File: config.mk
export PLATFORM = sky130hd
export DESIGN_NAME = dmem_arbiter
export DESIGN_NICKNAME = d
export VERILOG_FILES = /design/src/rtl/dmem_arbiter.sv
export SDC_FILE = /design/constraint.sdc
export NUM_CORES = 1
export LEC_CHECK = 0
export ABC_AREA = 1
export ABC_CLOCK_PERIOD_IN_PS = 1800
export CORE_AREA = 2 2 92 94
export DETAILED_ROUTE_END_ITERATION = 12
export DIE_AREA = 0 0 94 96
export PLACE_DENSITY = 0.77
export SKIP_CTS_REPAIR_TIMING = 1
export SLEW_MARGIN = 30
export SYNTH_ARGS = -nofsm -noshare
export SYNTH_HDL_FRONTEND = slang
export SYNTH_SLANG_ARGS = --single-unit
File: constraint.sdc
create_clock -name CLK -period 1.8 [get_ports CLK]
set_input_delay 0.36 -clock CLK [delete_from_list [all_inputs] [get_ports CLK]]
set_output_delay 0.36 -clock CLK [all_outputs]
set_load 0.05 [all_outputs]
File: src/rtl/dmem_arbiter.sv
// dmem_arbiter: two-master data-memory arbiter; m0 has priority, m1 forced in after MAX_WAIT denials.
module dmem_arbiter #(
  parameter int AW       = 10,
  parameter int DW       = 32,
  parameter int MAX_WAIT = 4
) (
  input  logic          CLK,
  input  logic          RST,
  input  logic          m0_req,
  input  logic          m0_we,
  input  logic [AW-1:0] m0_addr,
  input  logic [DW-1:0] m0_wdata,
  output logic          m0_gnt,
  output logic          m0_rvalid,
  output logic [DW-1:0] m0_rdata,
  input  logic          m1_req,
  input  logic          m1_we,
  input  logic [AW-1:0] m1_addr,
  input  logic [DW-1:0] m1_wdata,
  output logic          m1_gnt,
  output logic          m1_rvalid,
  output logic [DW-1:0] m1_rdata,
  output logic          stall_pipe,
  output logic          mem_en,
  output logic          mem_we,
  output logic [AW-1:0] mem_addr,
  output logic [DW-1:0] mem_wdata,
  input  logic [DW-1:0] mem_rdata
);
  localparam int WW = $clog2(MAX_WAIT + 1);
  typedef enum logic [1:0] {IDLE, RESP0, RESP1} state_t;
  state_t        state_q, state_d;
  logic [WW-1:0] wait_q, wait_d;
  logic          force_m1;
  always_comb begin
    force_m1   = m1_req && (wait_q == WW'(MAX_WAIT));
    m1_gnt     = !RST && m1_req && (!m0_req || force_m1);
    m0_gnt     = !RST && m0_req && !m1_gnt;
    stall_pipe = !RST && m0_req && !m0_gnt;
    mem_en     = m0_gnt || m1_gnt;
    mem_we     = m0_gnt ? m0_we : (m1_gnt && m1_we);
    mem_addr   = m1_gnt ? m1_addr : m0_addr;
    mem_wdata  = m1_gnt ? m1_wdata : m0_wdata;
    wait_d     = (m1_req && !m1_gnt) ? ((wait_q == WW'(MAX_WAIT)) ? wait_q : wait_q + 1'b1) : '0;
    state_d    = (m0_gnt && !m0_we) ? RESP0 : (m1_gnt && !m1_we) ? RESP1 : IDLE;
    // reset masks a response still in flight
    m0_rvalid  = !RST && (state_q == RESP0);
    m1_rvalid  = !RST && (state_q == RESP1);
    m0_rdata   = m0_rvalid ? mem_rdata : '0;
    m1_rdata   = m1_rvalid ? mem_rdata : '0;
  end
  always_ff @(posedge CLK) begin
    if (RST) begin
      state_q <= IDLE;
      wait_q  <= '0;
    end else begin
      state_q <= state_d;
      wait_q  <= wait_d;
    end
  end
endmodule
Word level (Yosys, flattened, before mapping)
Cells that the tools add are included.
{"block": "totals", "ff_bits": 5, "wordCells": 37, "output_inout_bits": 113, "mem_count": 0, "latchBits": 0, "rom_bits": 0, "mem_bits_rw": 0, "input_bits": 122}
{"block": "op_classes", "mux": 7, "n_eq_ne": 3, "magnitude_cmp": 0, "n_mul": 0, "shifts": 0, "reduce_logical": 22, "div": 0, "add_sub_neg": 1, "bitwise_logic": 1}
{"cell": "$mux W32", "n": 3}
{"cell": "$logic_and A1 B1 Y1", "n": 12}
{"cell": "$mux W10", "n": 1}
{"cell": "$logic_not A1 Y1", "n": 6}
{"cell": "$reduce_or A2 Y1", "n": 2}
{"cell": "$add A3 B1 Y3 const B", "n": 1}
{"cell": "$eq A3 B3 Y1 const B", "n": 1}
{"cell": "$eq A2 B1 Y1 const B", "n": 1}
{"cell": "$eq A2 B2 Y1 const B", "n": 1}
{"cell": "$logic_or A1 B1 Y1", "n": 2}
{"cell": "$mux W1", "n": 2}
{"cell": "$mux W2", "n": 1}
{"cell": "$not A1 Y1", "n": 1}

Logic depth before layout (Yosys ltp)
Gate-level depths: netlist (run 1).
{"block": "depth", "ltp_word": 8, "depth_mapped": 9, "mapped_depth_nobuf": 8}

Worst setup path before layout (run 1)
OpenSTA, ideal clock, no wires.
{"block": "synth_timing", "path_type": "reg2out", "from": "reg wait_q[0]", "to": "out mem_wdata[23]", "required_ns": 1.440, "path_slack_ns": 0.019, "path_stages_with_launch": 10, "arrival_time_ns": 1.421, "n_path_buf": 2, "cell_sequence": "dfxtp_1 -> inv_1 -> ha_1 -> nand2_2 -> nand2_2 -> nand2_2 -> buf_6 -> buf_6 -> nand2_1 -> nand2_1"}
{"block": "synth_between", "elab_chain_cells": 5}
{"item": "from (decl)", "line": "33", "source": "logic [WW-1:0] wait_q, wait_d;"}
{"item": "from (signal assigned)", "line": "58", "source": "wait_q <= wait_d;"}
{"item": "$eq A3 B3 Y1", "line": "36", "source": "force_m1 = m1_req && (wait_q == WW'(MAX_WAIT));"}
{"item": "$logic_and A1 B1 Y1", "line": "36"}
{"item": "$logic_or A1 B1 Y1", "line": "37", "source": "m1_gnt = !RST && m1_req && (!m0_req || force_m1);"}
{"item": "$logic_and A1 B1 Y1", "line": "37"}
{"item": "$mux W32", "line": "43", "source": "mem_wdata = m1_gnt ? m1_wdata : m0_wdata;"}
{"item": "to (decl)", "line": "27", "source": "output logic [DW-1:0] mem_wdata,"}
No other way between the ends.

Worst setup path in the final report (run 1)
{"block": "layout_timing", "from": "reg wait_q[1]", "to": "out mem_wdata[9]"}
The elaborated chain is that of the path after synthesis.

==> flow_summary.yaml, run 1 <==
outcome:
  status: "finished with violations"
  violations: "negative setup slack"
final_layout:
  area_delta_synth_final_pct: 350
  final_cell_count_no_fill: 634
  post-route-util_pct: 69.4
  drive_gt1_share_pct: 45.4
  layout.nets: 654
  fillers: 545
  fin_area_um2: 5590
  diodes: 0
grt:
  grt_pass1_vias: 2546
  grt_pass1_wl_mm: 11.7
  gr-total-overflow: 0
  antenna_found_initial: 0
  grt_max_degree: 47
  grt_usage_pct: 16.5
synth:
  synth-seq-cells: 5
  syn_area_per_cell_um2: 4.44
  synth_area_leaders: "nand2_1 (40%), nor2_1 (21%), inv_1 (13%)"
  syn_area_um2: 1240
  yosysSeqAreaShare_pct: 8.06
  syn_inst: 280
  syn_nets: 404
  yosys_warnings: 0
  synth.largest_area_cell: "nand2_1"
  synth.top_cell.area_share_pct: 40.5
  yosysUniqueCellTypes: 14
place:
  gp_congestion: 0.728
  dp_hpwl_mm: 7.24
  postPlaceCellArea_um2: 4850
  io_buffers: 234
  pre_cts_ws_ps: -312
  dp.cells: 617
timing:
  finalSetupTns_ps: -4810
  finalSetupViolCount: 45
  layout_setup_ws_ps: -149
  worst_pin_slew_ps: 293
  finalMaxSlewViolations: 0
  fin_crit_ps: 1950
  period_share_pct: 108
  fmax_mhz: 513
  holdWs_ps: 518
  skew_ps: 1.16
  rsz0062_at_grt: "yes"
  hold_violations: 0
  maxSlewHeadroom_pct: 80.4
setup_path:
  cp.arrival_ps: 1590
  crit_path_end_kind: "output pin"
  worstPathCellList: "inv_2 > ha_4 > nand2_4 > nand2_4 > nand2_8 > clkinv_8 > clkbuf_16 > nand2_4 > nand2_4 > buf_12"
  cp_slowest_cell: "dfxtp_2"
  cp_data_required_time_ps: 1440
  startpoint_type: "register"
  reg2reg_from: "wait_q[1]"
  path_class: "reg2out"
  path_delay_family: "buffers and inverters"
  path_buf_inv: 4
  path_common_cell: "nand2_4"
  cp_max_fo: 6
  reg2reg_to: "state_q[0]"
  regToRegSetupSlack_ps: 600
  rr_worst_depth: 8
  critPathMaxStageDelay_ps: 330
power_and_ir_drop:
  finalPower_mw: 1.72
  vdd_drop_max_mv: 0.193
  p_leak_nw: 2.69
  powerDensity_nw_per_um2: 308
hold_path:
  whs_path_depth: 2
  hold_path.class: "reg2reg"
  hold_start: "wait_q[0]"
  hold_end: "wait_q[0]"
cts:
  h-tree-depth: 1
  cts_root_buf: "clkbuf_8"
  clkTransAtPathRegs_ps: 30
  cts-buffers-inserted: 3
  clock_sinks: 5
  max-clock-path-buffers: 2
  clk_latency_ps: 220
  cts_tree: "yes"
floorplan:
  rows: 33
  io-pin-count: 235
  die_w_um: 94
  start_util_pct: 15.4
  dieArea_um2: 9020
  coreArea_um2: 8050
  die_h_um: 96
route:
  drcViolationCount: 0
  drt-total-wl_mm: 10.0
  antenna_left: 0
  wl_per_cell_um: 15.8
  firstDrtPassIters: 6
  vias: 2658
  drt-initial-drc-count: 34
  viasPerCell: 4.19
job:
  maxCapViolCount: 0
[routing by layer]
| layer | share of wire [%] | GRT usage (%) | vias up | wire length (um) |
|---|---|---|---|---|
| met2 | 58 | 33.7 | 158 | 5800 |
| met1 | 31 | 15.4 | 1195 | 3100 |
| met4 | 2.2 | 6.16 | 0 | 216 |
| li1 | - | - | 1291 | - |
| met5 | 0 | 0 | - | 0 |
| met3 | 8.8 | 4.39 | 14 | 883 |
[placed cells by master (no fill, tap or decap), types with 2 or more instances in the layout]
master           instances
clkdlybuf4s50_1        118
buf_12                 116
nand2_1                 63
nor2_1                  57
inv_1                   39
nand2_2                 38
nand2_4                 35
nor2_2                  13
buf_4                   11
clkbuf_16                6
buf_6                    4
inv_2                    3
clkbuf_8                 3
dlymetal6s2s_1           3
dfxtp_1                  3
nand3_1                  2
nor2_4                   2
dfxtp_2                  2
[synth_stat cells (all sizes together)]
cell type,instances
o21ai,1
dfxtp,5
xnor2,1
inv,44
ha,2
nor2,72
nand2,137
nand3,3
buf,15
[worst max-delay path by stage]
stage                    from  cells past startpoint             to
global placement       m1_req                      9    mem_addr[5]
CTS                    m1_req                      9    mem_addr[0]
finish              wait_q[1]                     10   mem_wdata[9]
detailed placement     m1_req                      9    mem_addr[0]
global route        wait_q[1]                     10    mem_addr[9]
floorplan           wait_q[0]                      9  mem_wdata[23]
[power by group]
group	switching [mW]	internal [mW]	leakage, nW
logic	0.681	0.716	2.63
registers	0.00153	0.114	0.0416
clock network	0.0565	0.152	0.0228
total	0.740	0.982	2.69
[layout make-up]
class | count | area [um2] | area share (%)
Multi-Input combinational cell | 216 | 1280 | 23.0
Timing Repair Buffer | 259 | 3830 | 68.6
Tap cell | 105 | 131 | 2.35
Inverter | 44 | 180 | 3.23
Timing Repair inverter | 1 | 8.76 | 0.157
Sequential cell | 5 | 103 | 1.84
Clock buffer | 4 | 45.0 | 0.806
[state kept, by name (all words and copies together) (netlist names)]
signal and cells:
wait_q 3, state_q 2
[worst reg2reg max path: cells and delay by family (launching register included)]
family / cells / cell delay, ps
DFF: 1 / 330
buffers and inverters: 2 / 230
and+or+nand+nor: 5 / 430
adders and majority gates: 1 / 160
[cells by family (layout without fill, tap and decap cells)]
| logic type | after synthesis | count (layout) | share of synthesized area [%] |
|---|---|---|---|
| buffers and inverters | 59 | 308 | 23.3 |
| XOR/XNOR | 1 | 1 | 0.705 |
| AO/OA/AOI/OAI | 1 | 1 | 0.402 |
| flip-flops | 5 | 5 | 8.06 |
| AND/OR/NAND/NOR | 212 | 212 | 65.6 |
| adder cells (fa/ha/maj) | 2 | 2 | 2.01 |
No activity file was read; power rests on OpenSTA's default activity.
==> run 2, diff against run 1 <==
CTS_CLUSTER_SIZE = 30   (was unset)
==> results of run 2 <==
No change in the layout: final DEF, timing and power equal those of run 1.
